**src/rtl/mmio_store_port.sv**
```systemverilog
// Memory-mapped output FIFO on the core data port: stores to DATA_ADDR queue bytes for a valid/ready consumer.
// Optional MMIO_STAT_EN decodes STAT_ADDR for status reads and the overflow-clear write.
module mmio_store_port #(
  parameter logic [7:0] DATA_ADDR = 8'hFF,
  parameter logic [7:0] STAT_ADDR = 8'hFE,
  parameter int         DEPTH     = 4,
  parameter int         PTR_W     = 2
) (
  input  logic       clk,
  input  logic       rst,
  input  logic [7:0] rw_addr,
  input  logic [7:0] w,
  input  logic       w_en,
  output logic [7:0] r,
  output logic       hit,
  output logic [7:0] out_data,
  output logic       out_valid,
  input  logic       out_ready,
  output logic       full,
  output logic       overflow
);

`ifdef MMIO_STAT_EN
  localparam bit STAT_EN = 1'b1;
`else
  localparam bit STAT_EN = 1'b0;
`endif

  localparam logic [PTR_W:0] DEPTH_C = (PTR_W + 1)'(DEPTH);

  logic [7:0]       mem [DEPTH];
  logic [PTR_W-1:0] rd_ptr;
  logic [PTR_W-1:0] wr_ptr;
  logic [PTR_W:0]   count;

  logic empty;
  logic data_sel;
  logic stat_sel;
  logic push_req;
  logic push;
  logic pop;
  logic drop;
  logic ovf_clr;

  assign empty    = (count == '0);
  assign full     = (count == DEPTH_C);
  assign data_sel = (rw_addr == DATA_ADDR);
  assign stat_sel = STAT_EN && (rw_addr == STAT_ADDR);

  // A full FIFO still accepts a store when the head leaves on the same edge.
  assign pop      = out_valid && out_ready;
  assign push_req = w_en && data_sel;
  assign push     = push_req && (!full || pop);
  assign drop     = push_req && full && !pop;
  assign ovf_clr  = w_en && stat_sel && w[7];

  assign out_valid = !empty;
  assign out_data  = empty ? 8'h00 : mem[rd_ptr];
  assign hit       = data_sel || stat_sel;

  always_comb begin
    // NOTE: default first so every path assigns r and no latch is inferred.
    r = 8'h00;
    if (data_sel)
      r = out_data;
    else if (stat_sel)
      r = {overflow, full, empty, 5'(count)};
  end

  // NOTE: the storage array has no reset; empty masks stale contents, and leaving it out keeps it a plain RAM.
  always_ff @(posedge clk) begin
    if (push)
      mem[wr_ptr] <= w;
  end

  // NOTE: non-blocking assignments so every register samples pre-edge values regardless of statement order.
  always_ff @(posedge clk or posedge rst) begin
    if (rst) begin
      rd_ptr   <= '0;
      wr_ptr   <= '0;
      count    <= '0;
      overflow <= 1'b0;
    end else begin
      if (push)
        wr_ptr <= wr_ptr + 1'b1;
      if (pop)
        rd_ptr <= rd_ptr + 1'b1;
      if (push && !pop)
        count <= count + 1'b1;
      else if (pop && !push)
        count <= count - 1'b1;
      // A dropped store wins over a same-cycle clear.
      if (drop)
        overflow <= 1'b1;
      else if (ovf_clr)
        overflow <= 1'b0;
    end
  end

endmodule
```
**config.mk**
```make
export PLATFORM = sky130hd
export DESIGN_NAME = mmio_store_port
export DESIGN_NICKNAME = d
export VERILOG_FILES = /design/src/rtl/mmio_store_port.sv
export SDC_FILE = /design/constraint.sdc
export NUM_CORES = 1
export LEC_CHECK = 0
export CAP_MARGIN = 20
export CORE_AREA = 3 3 88 90
export CTS_CLUSTER_SIZE = 16
export DETAILED_ROUTE_END_ITERATION = 16
export DIE_AREA = 0 0 91 93
export GPL_ROUTABILITY_DRIVEN = 0
export PLACE_DENSITY = 0.44
export SYNTH_ARGS = -nofsm -noshare
export SYNTH_HDL_FRONTEND = slang
export SYNTH_SLANG_ARGS = --single-unit
```
**constraint.sdc**
```tcl
create_clock -name clk -period 3.1 [get_ports clk]
set_input_delay 0.62 -clock clk [delete_from_list [all_inputs] [get_ports clk]]
set_output_delay 0.62 -clock clk [all_outputs]
set_load 0.01 [all_outputs]
```
* Yosys cells after proc, flatten, opt, wreduce, memory -nomap -nowiden
Memory sizes are Yosys's and may differ from the RTL's.
Cells that the tools add are included.
** Storage, ports and cells
- Register bits :: 8
- Memories kept :: 1
- Logic and storage cells :: 31
- Bits in latches :: 0
- Memory bits (read-only) :: 0
- Bits in writable memories :: 32
- Input bits :: 20
- Output and inout bits :: 20
** Cells by class
- Eq/ne operators :: 2
- Bitwise gates (word level) :: 0
- Add/sub/neg operators :: 4
- Mux-type cells :: 6
- Reduce and logical (&&, ||, !) cells :: 14
- Shift operators :: 0
- Magnitude comparators :: 0
- Div/mod/pow operators :: 0
- Multipliers :: 0
** Memories
- mem :: depth 4, bits a word 8, read ports 1, clocked after Yosys merged registers in 0, wr ports 1, RTL line 31 : logic [7:0] mem [DEPTH];
** Operator list (count)
- $mux 8 :: 2
- $eq 8x8->1 const B :: 1
- $logic_and 1x1->1 :: 7
- $mux 3 :: 2
- $add 2x1->2 const B :: 2
- $logic_not 1->1 :: 4
- $add 3x1->3 const B :: 1
- $eq 3x3->1 const B :: 1
- $logic_not 3->1 :: 1
- $sub 3x1->3 const B :: 1
- $mux 1 :: 2
- $reduce_bool 2->1 :: 1
- $logic_or 1x1->1 :: 1

* Longest topological paths before layout
- Depth in word-level cells :: 9
- Depth in mapped cells :: 8
- Mapped depth without buffers :: 8

* Least setup slack after synthesis
No wires, ideal clock.
- Path kind :: input port to flip-flop
- Start :: input rw_addr[6]
- End :: register count[2]
- Data arrival time :: 2267 ps
- Slack :: 754 ps
- Library setup time :: 79 ps
- Buffers on the path :: 0
- Stages on the path :: 8
- Data required time :: 3021 ps
- Path through :: nand4_1 -> nor4b_4 -> ha_1 -> inv_1 -> fa_1 -> xor2_1 -> nor2_1 -> xor2_1
** On the way
- Word-level cells in the longest chain between the ends :: 6
- Elaborated cells on any way between the ends :: 8
- Those cells by class :: eq/ne (1); mux (1); reduce/logical (6)
** Ends and longest elaborated chain
- start, declared :: RTL line 11 : input logic [7:0] rw_addr,
- $eq 8x8->1 * :: RTL line 47 : assign data_sel = (rw_addr == DATA_ADDR);
- $logic_and 1x1->1 * :: RTL line 52 : assign push_req = w_en && data_sel;
- $logic_and 1x1->1 * :: RTL line 53 : assign push = push_req && (!full || pop);
- via push :: RTL line 40 : logic push;
- $logic_not 1->1 :: RTL line 90 : else if (pop && !push)
- $logic_and 1x1->1 :: RTL line 90
- $reduce_bool 2->1 (no source line)
- end signal, assigned :: RTL line 89 : count <= count + 1'b1;
- end signal, assigned :: RTL line 91 : count <= count - 1'b1;
- end, declared :: RTL line 34 : logic [PTR_W:0] count;
The timed path passes the listed nets; every way through them passes the cells marked *.
A chain may end at the register's enable or synchronous reset.

* Worst setup path in the final report
- Start :: input rw_addr[5]
- End :: output r[0]
** On the way
- Word-level cells in the longest chain between the ends :: 2
** Ends and longest elaborated chain
- $eq 8x8->1 :: RTL line 47
- $mux 8 :: RTL line 64 : if (data_sel)
- end, declared :: RTL line 14 : output logic [7:0] r,
Every way passes these cells.

==> results.sh <==
export IMPL_whs_ns=0.474
export IMPL_design_area_sq_mm=0.00240
export IMPL_swShare=0.283
export IMPL_placementRows=31
export IMPL_port_buffers=39
export IMPL_syn_instance_count=101
export IMPL_path_buf_inv=3
export IMPL_pwr_share_comb=0.362
export IMPL_firstDrtPassIters=4
export IMPL_cts_tree="built"
export IMPL_rsz0062_at_grt="false"
export IMPL_htreeDepth=2
export IMPL_cts_hold_buf=0
export IMPL_clkSlewWorstSetupHoldPaths_ns=0.07
export IMPL_start_util=0.246
export IMPL_core_area_sq_mm=0.00714
export IMPL_pin_count=40
export IMPL_crit_type="input pin to primary output"
export IMPL_nets=177
export IMPL_synth_edf_count=32
export IMPL_leakagePower_uw=0.000825
export IMPL_yosysMostFrequentCell="edfxtp_1"
export IMPL_synth_top_area_frac=0.547
export IMPL_post_drt_wl_per_cell_microns=14.1
export IMPL_post_cts_buffers=0
export IMPL_arrival_ns=2.27
export IMPL_die_h_microns=93
export IMPL_min_to="overflow"
export IMPL_yosysSeqAreaShare=0.660
export IMPL_worstPathCellList="clkdlybuf4s50_1 > nand4_1 > nor3b_1 > buf_4 > and2_1 > clkdlybuf4s50_1"
export IMPL_p_per_area_mw_per_mm2=660
export IMPL_syn_area_sq_mm=0.00176
export IMPL_dieArea_sq_mm=0.00846
export IMPL_final_hold_viol_count=0
export IMPL_pwr_share_clk=0.205
export IMPL_yosys_top_cells_area="edfxtp_1 (55%), dfrtp_1 (11%), mux4_2 (10%), and2_1 (5.7%), ha_1 (3.6%)"
export IMPL_yosysUniqueCellTypes=23
export IMPL_grt_pass1_vias=1071
export IMPL_yosysTopAreaCell="edfxtp_1"
export IMPL_synthFlopType="edfxtp_1"
export IMPL_r2r_cells=9
export IMPL_grt_ovfl_total=0
export IMPL_worst_setup_path_start_kind="input pin"
export IMPL_drt_iter0_drc=72
export IMPL_cpMaxStageDelayCell="clkdlybuf4s50_1"
export IMPL_synth_avg_cell_area_sq_um=17.4
export IMPL_placed_area_sq_mm=0.00231
export IMPL_finalWirelength_microns=3530
export IMPL_finalCriticalPeriod_ns=2.89
export IMPL_r2r_end="count[2]"
export IMPL_nFillCells=717
export IMPL_root_buffer="clkbuf_8"
export IMPL_r2r_setup_slack_ns=0.83
export IMPL_cts_sinks=40
export IMPL_worstMarginPinSlew_ns=0.466
export IMPL_period_share=0.931
export IMPL_setup_viol=0
export IMPL_vdd_ir_drop_max_v=0.000195
export IMPL_cts_buffers=5
export IMPL_cts_repair_resized=0
export IMPL_worstPathRequired_ns=2.48
export IMPL_drt_vias_per_instance=3.94
export IMPL_insertedDiodeCount=0
export IMPL_area_growth_pct=36.3
export IMPL_drive_above_1_share=0.197
export IMPL_grt_pass1_wl_microns=5660
export IMPL_end_kind="primary output"
export IMPL_max_clock_freq_mhz=346
export IMPL_yosys_warnings=0
export IMPL_hp_start="overflow"
export IMPL_p_sw_uw=448
export IMPL_antenna_found_initial=0
export IMPL_cp_max_fo=8
export IMPL_grt_max_degree=13
export IMPL_totalNegativeSetupSlack_ns=0
export IMPL_synth_nets=127
export IMPL_max_stage_delay_ns=0.54
export IMPL_synth_common_cells="edfxtp_1 (32), and2_1 (16), dfrtp_1 (8), mux4_2 (8), ha_1 (5)"
export IMPL_holdPathStages=1
export IMPL_dp_hpwl_microns=2570
export IMPL_cpMostUsedCell="clkdlybuf4s50_1"
export IMPL_holdCritPathClass="flop to flop"
export IMPL_crit_family="buffers and inverters"
export IMPL_cts_buffer_depth=2
export IMPL_drv_cap=0
export IMPL_outcome="complete, no violations"
export IMPL_p_total_uw=1580
export IMPL_rr_startpoint="count[0]"
export IMPL_finClkSkew_ns=0.00380
export IMPL_p_seq_frac=0.432
export IMPL_grtUsageTotal=0.0900
export IMPL_insertion_delay_ns=0.29
export IMPL_maxSlewViolCount=0
export IMPL_vias=990
export IMPL_p_int_uw=1130
export IMPL_drc=0
export IMPL_ys_ff_latch=40
export IMPL_async_flop_share=0.200
export IMPL_die_w_microns=91
export IMPL_relSlewSlack=0.690
export IMPL_detail_route_antenna_nets=0
## how the worst max path moves through the flow
stage / startpoint / depth (start not counted) / end
2_1_floorplan: rw_addr[6] / 8 / count[2]
3_3_place_gp: rw_addr[6] / 6 / r[2]
3_5_place_dp: rw_addr[2] / 6 / r[0]
4_1_cts: rw_addr[2] / 6 / r[0]
5_1_grt: rw_addr[4] / 6 / r[0]
6_report: rw_addr[5] / 6 / r[0]
## power by group through the flow
| stage | combinational (uW) | clock, uW | sequential, uW |
|---|---|---|---|
| 3_5_place_dp | 587 | 0 | 699 |
| 2_1_floorplan | 346 | 0 | 658 |
| 4_1_cts | 590 | 343 | 687 |
| 5_1_grt | 631 | 376 | 694 |
| 3_3_place_gp | 577 | 0 | 696 |
| 6_report | 573 | 325 | 683 |
## cells by family after synthesis
logic type,count (synthesis),share of synthesized area
AO/OA/AOI/OAI,1,0.00498
flip-flops,40,0.660
buffers and inverters,7,0.0157
multiplexers,10,0.117
AND/OR/NAND/NOR,31,0.125
adder cells (fa/ha/maj),6,0.0470
XOR/XNOR,6,0.0299
## sequential cells by signal, indices dropped and copies added (netlist names)
signal	cells
rd_ptr	2
overflow	1
mem	32
wr_ptr	2
count	3
## stage by stage
step,util,setup slack (ns),instances
4_1_cts,0.336,0.174,251
3_5_place_dp,0.324,0.172,243
2_1_floorplan,-,0.754,101
5_1_grt,0.336,0.121,251
3_3_place_gp,0.324,0.209,243
6_report,0.336,0.213,251
## routing by layer
| metal | vias to the layer above | wire, microns | global-route usage |
|---|---|---|---|
| met5 | - | 0 | 0 |
| met4 | 0 | 0 | 0.0452 |
| met3 | 0 | 118 | 0.0217 |
| met2 | 22 | 1980 | 0.158 |
| met1 | 496 | 1430 | 0.102 |
| li1 | 472 | - | - |
## worst reg2reg max path: stages, from the launching register on
cell and delay (ns):
dfrtp_1 0.46, or3_1 0.40, buf_4 0.19, nand2_1 0.12, ha_1 0.20, inv_1 0.06
fa_1 0.37, xor2_1 0.15, nor2_1 0.10, xor2_1 0.15
## cells in the final DEF (no fill, tap or decap)
master	netlist	layout
a31o_2	1	1
and2_1	16	16
and2_2	4	4
buf_4	0	7
clkbuf_1	2	1
clkbuf_8	0	5
clkdlybuf4s50_1	0	39
clkinv_1	0	1
clkinvlp_4	0	1
dfrtp_1	8	8
edfxtp_1	32	32
fa_1	1	1
ha_1	5	5
inv_1	4	4
mux2_2	1	1
mux2_4	1	1
mux4_2	8	8
nand2_1	1	1
nand3_1	1	1
nand4_1	2	2
nor2_1	2	2
nor3b_1	2	2
nor4b_2	1	1
nor4b_4	1	1
or3_1	1	1
xnor2_1	4	4
xor2_1	2	2
## layout make-up
| class | instances | area [sq um] | share of cell area |
|---|---|---|---|
| flip-flops and latches | 40 | 1160 | 0.485 |
| multi-input cells | 54 | 569 | 0.238 |
| repair buffers | 46 | 443 | 0.185 |
| well taps | 99 | 124 | 0.0517 |
| clock buffers | 6 | 72.6 | 0.0303 |
| inverters | 4 | 15.0 | 0.00627 |
| clock inverters | 2 | 11.3 | 0.00470 |
(Power assumes the default switching activity.)
